[config.mk]
export PLATFORM = sky130hd
export DESIGN_NAME = mem_stage_flat
export DESIGN_NICKNAME = d
export VERILOG_FILES = /design/src/rtl/mem_stage_if.sv /design/src/rtl/mem_stage.sv /design/src/flat_wrapper.sv
export SDC_FILE = /design/constraint.sdc
export NUM_CORES = 1
export LEC_CHECK = 0
export BUFFER_PORTS_ARGS = -buffer_cell sky130_fd_sc_hd__clkbuf_2
export CORE_ASPECT_RATIO = 0.9
export CORE_MARGIN = 2
export CORE_UTILIZATION = 53
export DETAILED_ROUTE_END_ITERATION = 16
export PLACE_DENSITY = 0.84
export SETUP_SLACK_MARGIN = 0.2
export SYNTH_ARGS = -nofsm -noshare
export SYNTH_HDL_FRONTEND = slang
export SYNTH_SLANG_ARGS = --single-unit
[constraint.sdc]
create_clock -name clk -period 2.5 [get_ports clk]
set_input_delay 0.5 -clock clk [delete_from_list [all_inputs] [get_ports clk]]
set_output_delay 0.5 -clock clk [all_outputs]
set_load 0.05 [all_outputs]
[src/rtl/mem_stage_if.sv]
// Data-memory port of the MEM stage: request/grant/rvalid handshake.
// master = pipeline side issuing requests, slave = memory side.
interface mem_stage_if;
    logic        req;
    logic        we;
    logic [3:0]  be;
    logic [31:0] addr;
    logic [31:0] wdata;
    logic        gnt;
    logic        rvalid;
    logic [31:0] rdata;

    modport master (output req, we, be, addr, wdata, input gnt, rvalid, rdata);
    modport slave  (input req, we, be, addr, wdata, output gnt, rvalid, rdata);
endinterface

[src/rtl/mem_stage.sv]
// RV32I memory-access stage: passes ALU results through, runs load/store transactions
// on the data-memory port and presents a registered result to WB.
module mem_stage (
    input  logic        clk,
    input  logic        rstn_i,
    input  logic        flush_i,
    input  logic        halt_i,
    input  logic        valid_i,
    output logic        ack_o,
    input  logic [31:0] instr_i,
    input  logic [31:0] pc_i,
    input  logic [31:0] result_i,
    input  logic [31:0] rs2_i,
    input  logic        branch_i,
    input  logic        ack_i,
    output logic        valid_o,
    output logic [31:0] instr_o,
    output logic [31:0] pc_o,
    output logic [31:0] data_o,
    output logic        branch_o,
    mem_stage_if.master dmem
);
    typedef enum logic [1:0] {IDLE = 2'd0, REQ = 2'd1, WAIT = 2'd2, DONE = 2'd3} state_t;

    state_t      state_r;
    logic        valid_r, branch_r;
    logic [31:0] instr_r, pc_r, data_r;
    logic        req_r, req_we_r, req_branch_r, discard_r;
    logic [3:0]  req_be_r;
    logic [31:0] req_instr_r, req_pc_r, req_addr_r, req_wdata_r, req_data_r;

    logic        is_load_s, is_store_s, is_mem_s, out_free_s, accept_s;

    function automatic logic [3:0] lane_be(input logic [2:0] funct3, input logic [1:0] off);
        case (funct3[1:0])
            2'b00:   return 4'b0001 << off;
            2'b01:   return off[1] ? 4'b1100 : 4'b0011;
            default: return 4'b1111;
        endcase
    endfunction

    function automatic logic [31:0] lane_wdata(input logic [2:0] funct3, input logic [31:0] rs2);
        case (funct3[1:0])
            2'b00:   return {4{rs2[7:0]}};
            2'b01:   return {2{rs2[15:0]}};
            default: return rs2;
        endcase
    endfunction

    function automatic logic [31:0] load_ext(input logic [2:0] funct3, input logic [1:0] off,
                                             input logic [31:0] rdata);
        logic [7:0]  b;
        logic [15:0] h;
        b = rdata[{off, 3'b000} +: 8];
        h = off[1] ? rdata[31:16] : rdata[15:0];
        case (funct3)
            3'b000:  return {{24{b[7]}}, b};
            3'b100:  return {24'd0, b};
            3'b001:  return {{16{h[15]}}, h};
            3'b101:  return {16'd0, h};
            default: return rdata;
        endcase
    endfunction

    assign is_load_s  = (instr_i[6:0] == 7'b0000011);
    assign is_store_s = (instr_i[6:0] == 7'b0100011);
    assign is_mem_s   = is_load_s || is_store_s;
    assign out_free_s = !valid_r || ack_i;
    // Gated by rstn_i so EX never sees a handshake while the stage is held in reset.
    assign accept_s   = rstn_i && valid_i && (state_r == IDLE) && out_free_s && !flush_i;
    assign ack_o      = accept_s;

    assign valid_o  = flush_i ? 1'b0 : valid_r;
    assign branch_o = branch_r;
    assign instr_o  = instr_r;
    assign pc_o     = pc_r;
    assign data_o   = data_r;

    assign dmem.req   = req_r;
    assign dmem.we    = req_we_r;
    assign dmem.be    = req_be_r;
    assign dmem.addr  = {req_addr_r[31:2], 2'b00};
    assign dmem.wdata = req_wdata_r;

    // Memory transaction FSM and request register.
    always_ff @(posedge clk or negedge rstn_i) begin
        if (!rstn_i) begin
            state_r      <= IDLE;
            req_r        <= 1'b0;
            req_we_r     <= 1'b0;
            req_branch_r <= 1'b0;
            discard_r    <= 1'b0;
            req_be_r     <= 4'd0;
            req_instr_r  <= 32'd0;
            req_pc_r     <= 32'd0;
            req_addr_r   <= 32'd0;
            req_wdata_r  <= 32'd0;
            req_data_r   <= 32'd0;
        end else if (!halt_i) begin
            case (state_r)
                IDLE: begin
                    if (accept_s && is_mem_s) begin
                        req_r        <= 1'b1;
                        req_we_r     <= is_store_s;
                        req_branch_r <= branch_i;
                        req_be_r     <= lane_be(instr_i[14:12], result_i[1:0]);
                        req_instr_r  <= instr_i;
                        req_pc_r     <= pc_i;
                        req_addr_r   <= result_i;
                        req_wdata_r  <= lane_wdata(instr_i[14:12], rs2_i);
                        req_data_r   <= result_i;
                        state_r      <= REQ;
                    end
                end
                REQ: begin
                    if (dmem.gnt) begin
                        req_r <= 1'b0;
                        if (req_we_r) begin
                            state_r <= flush_i ? IDLE : DONE;
                        end else begin
                            // A granted load must still drain its rvalid even when flushed.
                            discard_r <= flush_i;
                            state_r   <= WAIT;
                        end
                    end else if (flush_i) begin
                        req_r   <= 1'b0;
                        state_r <= IDLE;
                    end
                end
                WAIT: begin
                    if (dmem.rvalid) begin
                        if (discard_r || flush_i) begin
                            discard_r <= 1'b0;
                            state_r   <= IDLE;
                        end else begin
                            req_data_r <= load_ext(req_instr_r[14:12], req_addr_r[1:0], dmem.rdata);
                            state_r    <= DONE;
                        end
                    end else if (flush_i) begin
                        discard_r <= 1'b1;
                    end
                end
                DONE: begin
                    if (flush_i || out_free_s) begin
                        state_r <= IDLE;
                    end
                end
                default: state_r <= IDLE;
            endcase
        end
    end

    // Output register towards WB.
    always_ff @(posedge clk or negedge rstn_i) begin
        if (!rstn_i) begin
            valid_r  <= 1'b0;
            branch_r <= 1'b0;
            instr_r  <= 32'd0;
            pc_r     <= 32'd0;
            data_r   <= 32'd0;
        end else if (!halt_i) begin
            if (flush_i) begin
                valid_r  <= 1'b0;
                branch_r <= 1'b0;
            end else if (accept_s && !is_mem_s) begin
                valid_r  <= 1'b1;
                branch_r <= branch_i;
                instr_r  <= instr_i;
                pc_r     <= pc_i;
                data_r   <= result_i;
            end else if ((state_r == DONE) && out_free_s) begin
                valid_r  <= 1'b1;
                branch_r <= req_branch_r;
                instr_r  <= req_instr_r;
                pc_r     <= req_pc_r;
                data_r   <= req_data_r;
            end else if (ack_i) begin
                valid_r <= 1'b0;
            end
        end
    end
endmodule

[src/flat_wrapper.sv]
// flat-port wrapper written by rule: the top's interface ports become plain ports
module mem_stage_flat 
  (clk, rstn_i, flush_i, halt_i, valid_i, ack_o, instr_i, pc_i, result_i, rs2_i, branch_i, ack_i, valid_o, instr_o, pc_o, data_o, branch_o, dmem_req, dmem_we, dmem_be, dmem_addr, dmem_wdata, dmem_gnt, dmem_rvalid, dmem_rdata);
  mem_stage_if dmem_i ();
  input  logic clk;
  input  logic rstn_i;
  input  logic flush_i;
  input  logic halt_i;
  input  logic valid_i;
  output logic ack_o;
  input  logic [31:0] instr_i;
  input  logic [31:0] pc_i;
  input  logic [31:0] result_i;
  input  logic [31:0] rs2_i;
  input  logic branch_i;
  input  logic ack_i;
  output logic valid_o;
  output logic [31:0] instr_o;
  output logic [31:0] pc_o;
  output logic [31:0] data_o;
  output logic branch_o;
  output wire logic [$bits(dmem_i.req)-1:0] dmem_req;
  output wire logic [$bits(dmem_i.we)-1:0] dmem_we;
  output wire logic [$bits(dmem_i.be)-1:0] dmem_be;
  output wire logic [$bits(dmem_i.addr)-1:0] dmem_addr;
  output wire logic [$bits(dmem_i.wdata)-1:0] dmem_wdata;
  input wire logic [$bits(dmem_i.gnt)-1:0] dmem_gnt;
  input wire logic [$bits(dmem_i.rvalid)-1:0] dmem_rvalid;
  input wire logic [$bits(dmem_i.rdata)-1:0] dmem_rdata;
  assign dmem_req = dmem_i.req;
  assign dmem_we = dmem_i.we;
  assign dmem_be = dmem_i.be;
  assign dmem_addr = dmem_i.addr;
  assign dmem_wdata = dmem_i.wdata;
  assign dmem_i.gnt = dmem_gnt;
  assign dmem_i.rvalid = dmem_rvalid;
  assign dmem_i.rdata = dmem_rdata;
  mem_stage u_core (.clk(clk), .rstn_i(rstn_i), .flush_i(flush_i), .halt_i(halt_i), .valid_i(valid_i), .ack_o(ack_o), .instr_i(instr_i), .pc_i(pc_i), .result_i(result_i), .rs2_i(rs2_i), .branch_i(branch_i), .ack_i(ack_i), .valid_o(valid_o), .instr_o(instr_o), .pc_o(pc_o), .data_o(data_o), .branch_o(branch_o), .dmem(dmem_i));
endmodule
==> Word-level counts from Yosys, hierarchy flattened <==
Cells that the tools add are included.
{ "totals": {"ff_bits": 268, "input_bits": 169, "output_inout_bits": 169, "word_cells": 111} }
{ "op_classes": {"n_eq_ne": 18, "n_shift": 2, "muxes": 42, "n_bitwise": 2, "reduce_logical": 31} }
{ "op_table": {"columns": ["cell", "count"], "rows": [
  ["$mux 32", 9],
  ["$pmux 32 s2", 2],
  ["$pmux 32 s4", 1],
  ["$shiftx 32x6->8", 1],
  ["$mux 1", 16],
  ["$mux 16", 1],
  ["$mux 2", 8],
  ["$ne 2x2->1 const B", 5],
  ["$reduce_and 5->1", 2],
  ["$pmux 2 s4", 1],
  ["$pmux 4 s2", 1],
  ["$reduce_bool 2->1", 4],
  ["$eq 7x2->1 const B", 1],
  ["$eq 7x6->1 const B", 1],
  ["$logic_and 1x1->1", 7],
  ["$eq 3x3->1 const B", 2],
  ["$ne 3x3->1 const B", 2],
  ["$reduce_and 3->1", 2],
  ["$reduce_and 6->1", 1],
  ["$eq 2x1->1 const B", 2],
  ["$eq 2x2->1 const B", 2],
  ["$logic_not 2->1", 2],
  ["$logic_or 1x1->1", 4],
  ["$mux 4", 1],
  ["12 further kinds", 17]
]} }

==> Longest topological paths before layout <==
{ "depth": {"word_depth": 7, "ltp_mapped": 9, "mapped_depth_nobuf": 5} }

==> Worst setup path after synthesis <==
Ideal clock, no wire load.
{ "synth_timing": {"path_kind": "input to register", "startpoint": "input flush_i", "endpoint": "register u_core.data_r[0] (netlist: u_core.data_o[0])", "setup_time_ns": 0.141, "arrival_ns": 2.073, "required_time_ns": 2.359, "slack_ns": 0.286, "cell_stages": 7, "n_path_buf": 3, "cell_sequence": "clkbuf_1 nor3_4 nand2_1 buf_4 buf_4 mux2i_1 a31oi_1"} }
{ "synth_between": {"elab_chain_len": 5, "word_cells_on_any_way": 7, "classes_between": "mux: 1; bitwise: 1; reduce/logical: 5"} }
{ "synth_lines": {"columns": ["item", "line", "text"], "rows": [
  ["start: declaration", "flat_wrapper.sv:7", "input logic flush_i;"],
  ["$logic_not 1->1 (*)", "mem_stage.sv:70", "assign accept_s = rstn_i && valid_i && (state_r == IDLE) && out_free_s && !flush_i;"],
  ["$logic_and 1x1->1 (*)", "mem_stage.sv:70", null],
  ["net ack_o", "flat_wrapper.sv:10", "output logic ack_o;"],
  ["$logic_and 1x1->1 (*)", "mem_stage.sv:165", "end else if (accept_s && !is_mem_s) begin"],
  ["$reduce_bool 2->1 (no source line)", null, null],
  ["$reduce_and 3->1 (no source line)", null, null],
  ["end signal: assignment", "mem_stage.sv:170", "data_r <= result_i;"],
  ["end signal: assignment", "mem_stage.sv:176", "data_r <= req_data_r;"],
  ["end: declaration", "mem_stage.sv:27", "logic [31:0] instr_r, pc_r, data_r;"]
]} }
Mark *: on every way through the listed nets, which the timed path passes. The rest lies on a longest branch.
A chain may end at the register's enable or synchronous reset.

==> Worst setup path in the final report <==
{ "layout_timing": {"startpoint": "register u_core.state_r[1]", "endpoint": "output ack_o"} }
{ "layout_between": {"elab_chain_len": 4} }
{ "layout_lines": {"columns": ["item", "line", "text"], "rows": [
  ["start: declaration", "mem_stage.sv:25", "state_t state_r;"],
  ["start signal: assignment", "mem_stage.sv:119", "state_r <= flush_i ? IDLE : DONE;"],
  ["$logic_not 2->1", "mem_stage.sv:70", null],
  ["$logic_and 1x1->1 (3 in series)", "mem_stage.sv:70", null],
  ["end: declaration", "flat_wrapper.sv:10", null]
]} }
Every way passes these cells.

==> results.py <==
metrics = {
    "outcome": {
        "status": "complete, no violations",
    },
    "cts": {
        "clk_path_buf_depth": 3,
        "cts_tree": "built",
        "htree_levels": 1,
        "cts_made_buffers": 27,
        "cts_root_buf": "clkbuf_16",
        "clk_latency_ps": 520,
        "cts.sinks": 268,
        "ctsHoldBuffers": 0,
        "clk_pin_slew_ps": 70,
    },
    "sta": {
        "fin_tns_setup_ps": 0,
        "fin_crit_ps": 2160,
        "period_share": 0.866,
        "tightest_slew_ps": 848,
        "setup_viol": 0,
        "hold_violations": 0,
        "slew_viol_final": 0,
        "holdWs_ps": 26.6,
        "fmax_ghz": 0.462,
        "clock_skew_ps": 9.62,
        "rsz0062_at_grt": "false",
        "relSlewSlack": 0.434,
    },
    "synthesis": {
        "synth_most_common_cell": "nand2_1",
        "ys_ff_latch": 268,
        "ys_top_cells_by_area": "dfrtp_1, nand2_1, mux2i_1",
        "ys_seq_area_frac": 0.521,
        "netlist_area_mm2": 0.0129,
        "synthTopCellsByCount": "nand2_1, dfrtp_1, a21oi_1",
        "synth_edf_count": 0,
        "synth_warnings": 0,
        "synth_top_area_frac": 0.521,
        "yosysUniqueCellTypes": 45,
        "avgSynthCellArea_um2": 9.41,
        "synth_area_leader_cell": "dfrtp_1",
        "async_flop_share": 1.00,
        "syn_inst": 1368,
        "dominantRegCellSynth": "dfrtp_1",
    },
    "worst_setup_path": {
        "path_cells": "nand4bb_4 -> nor3_4 -> buf_6 -> buf_12",
        "slowest_delay_ps": 450,
        "startpoint": "u_core.state_r[1]",
        "critPathCaptureType": "output port",
        "crit_path_top_delay_cell": "dfrtp_2",
        "cp.required_ps": 2000,
        "arrival_ps": 1660,
        "path_class": "register to output port",
        "reg2reg_from": "u_core.req_addr_r[1]",
        "critPathTopFamily": "flip-flops",
        "crit_buf_inv": 2,
        "critPathMaxFanout": 6,
        "critPathLaunchType": "register",
    },
    "global_routing": {
        "grt_pass1_wl_mm": 57.5,
        "antenna_found_initial": 1,
        "grt_max_degree": 157,
        "grt-ovfl-total": 0,
        "grt_pass1_vias": 10900,
        "grtUsageTotal": 0.275,
    },
    "power_and_ir_drop": {
        "p_per_area_mw_per_mm2": 1050,
        "vdd_drop_max_mv": 0.574,
        "finalPower_mw": 16.5,
        "cellLeakagePower_nw": 8.49,
    },
    "placement": {
        "gp_congestion": 0.938,
        "post-place-cells": 1906,
        "dp_hpwl_mm": 24.9,
        "portBuffers": 335,
    },
    "cells_and_area": {
        "layout.nets": 1800,
        "syn2layout_area_growth_pct": 22.1,
        "finalCoreUtilization": 0.653,
        "drive_gt1_frac": 0.269,
        "stdcell_count": 1958,
    },
    "die": {
        "ioPinCount": 338,
        "rows": 54,
        "die_y_um": 152,
        "die_x_um": 168,
        "coreArea_mm2": 0.0241,
        "start_util": 0.535,
        "dieArea_mm2": 0.0255,
    },
    "routing": {
        "dr.pass1.iters": 5,
        "routed-via-count": 11200,
        "wl_mm": 35.8,
        "drcViolationCount": 0,
        "via_per_inst": 5.74,
        "ant_nets": 0,
        "drt-wirelength-per-cell_um": 18.3,
        "drt-initial-drc-count": 1093,
    },
    "job": {
        "cap_violations": 0,
    },
    "min_path": {
        "hp-class": "input pin to asynchronous set/reset pin",
    },
}
==> cell type report <==
cell class | instances | area, um2
Tap cell | 308 | 385
Timing Repair Buffer | 379 | 2240
Clock inverter | 8 | 100
Antenna cell | 1 | 2.50
Multi-Input combinational cell | 952 | 5450
Clock buffer | 39 | 821
Fill cell | 1905 | 8340
Inverter | 3 | 11.3
Sequential cell | 268 | 6710
==> layer usage <==
layer  part of all wire  global-route usage  up-vias
met3              0.069              0.0557       95
met1               0.41               0.365     5422
met5                  0                   0        -
met2               0.48               0.450      463
met4              0.039               0.101        0
li1                   -                   -     5267
==> worst paths after layout <==
path | slack, ps | to | cells after the start
max | 340 | ack_o | 4
min | 30 | u_core.instr_o[6] | 2
max reg2reg | 420 | u_core.req_data_r[17] | 7
min reg2reg | 470 | u_core.req_addr_r[28] | 2
max in group asynchronous | 1700 | u_core.data_o[7] | 2
min in group clk | 180 | u_core.req_instr_r[28] | 3
==> worst reg2reg max path, delay by kind of cell (launching register included) <==
kind	cells	cell delay (ps)
AO/OA/AOI/OAI	2	650
buffers and inverters	2	510
flip-flops	1	370
multiplexers	1	120
AND/OR/NAND/NOR	2	370
==> cell families (layout without fill, tap and decap cells) <==
| logic type | count (synthesis) | after routing | share of synthesized area |
|---|---|---|---|
| DFF | 268 | 268 | 0.521 |
| AOI/OAI and AO/OA | 361 | 361 | 0.167 |
| other | 1 | 3 | 0.000291 |
| muxes | 130 | 130 | 0.103 |
| and+or+nand+nor | 459 | 459 | 0.148 |
| buffers and inverters | 149 | 429 | 0.0601 |
==> power by group <==
part	internal, mW	switching [mW]	total [mW]
clock	2.47	1.68	4.15
sequential	5.46	0.675	6.13
combinational	1.58	4.65	6.22
total	9.51	7.00	16.5
==> cell usage in the layout, fill, tap and decap left out, types with 4 or more instances in the layout <==
cell,instances
a2111oi_0,7
a2111oi_1,9
a211oi_1,7
a21o_1,18
a21oi_1,144
a221oi_1,8
a31oi_1,97
and2_1,4
buf_12,17
buf_4,27
clkbuf_16,27
clkbuf_2,333
clkbuf_8,10
dfrtp_1,265
mux2_2,5
mux2i_1,124
nand2_1,348
nand2b_1,9
nor2_1,55
nor2b_1,15
nor3_1,4
o21ai_0,46
o22ai_1,8
==> state kept, by name, summed over array words and instances, names as in the netlist <==
register	cells
u_core.dmem.be	4
u_core.req_instr_r	32
u_core.dmem.wdata	32
u_core.state_r	2
u_core.req_branch_r	1
u_core.req_data_r	32
u_core.data_o	32
u_core.req_pc_r	32
u_core.req_addr_r	32
u_core.dmem.req	1
u_core.valid_r	1
u_core.pc_o	32
u_core.dmem.we	1
u_core.discard_r	1
u_core.branch_o	1
u_core.instr_o	32
==> per-stage QoR <==
step	cell area (um2)	setup WS, ps
final	15700	335
after global routing	15700	218
after CTS	15700	224
after detailed placement	14800	49.8
after global placement	14800	155
after floorplan	12900	286
==> repair_timing <==
item,4_1_cts,5_1_grt
hold endpoints to repair,0,0
buffers inserted,2,2
endpoints found under the setup margin,1,1
pin swaps,1,1
gates resized for setup,3,0
No activity file was read; power rests on OpenSTA's default activity.
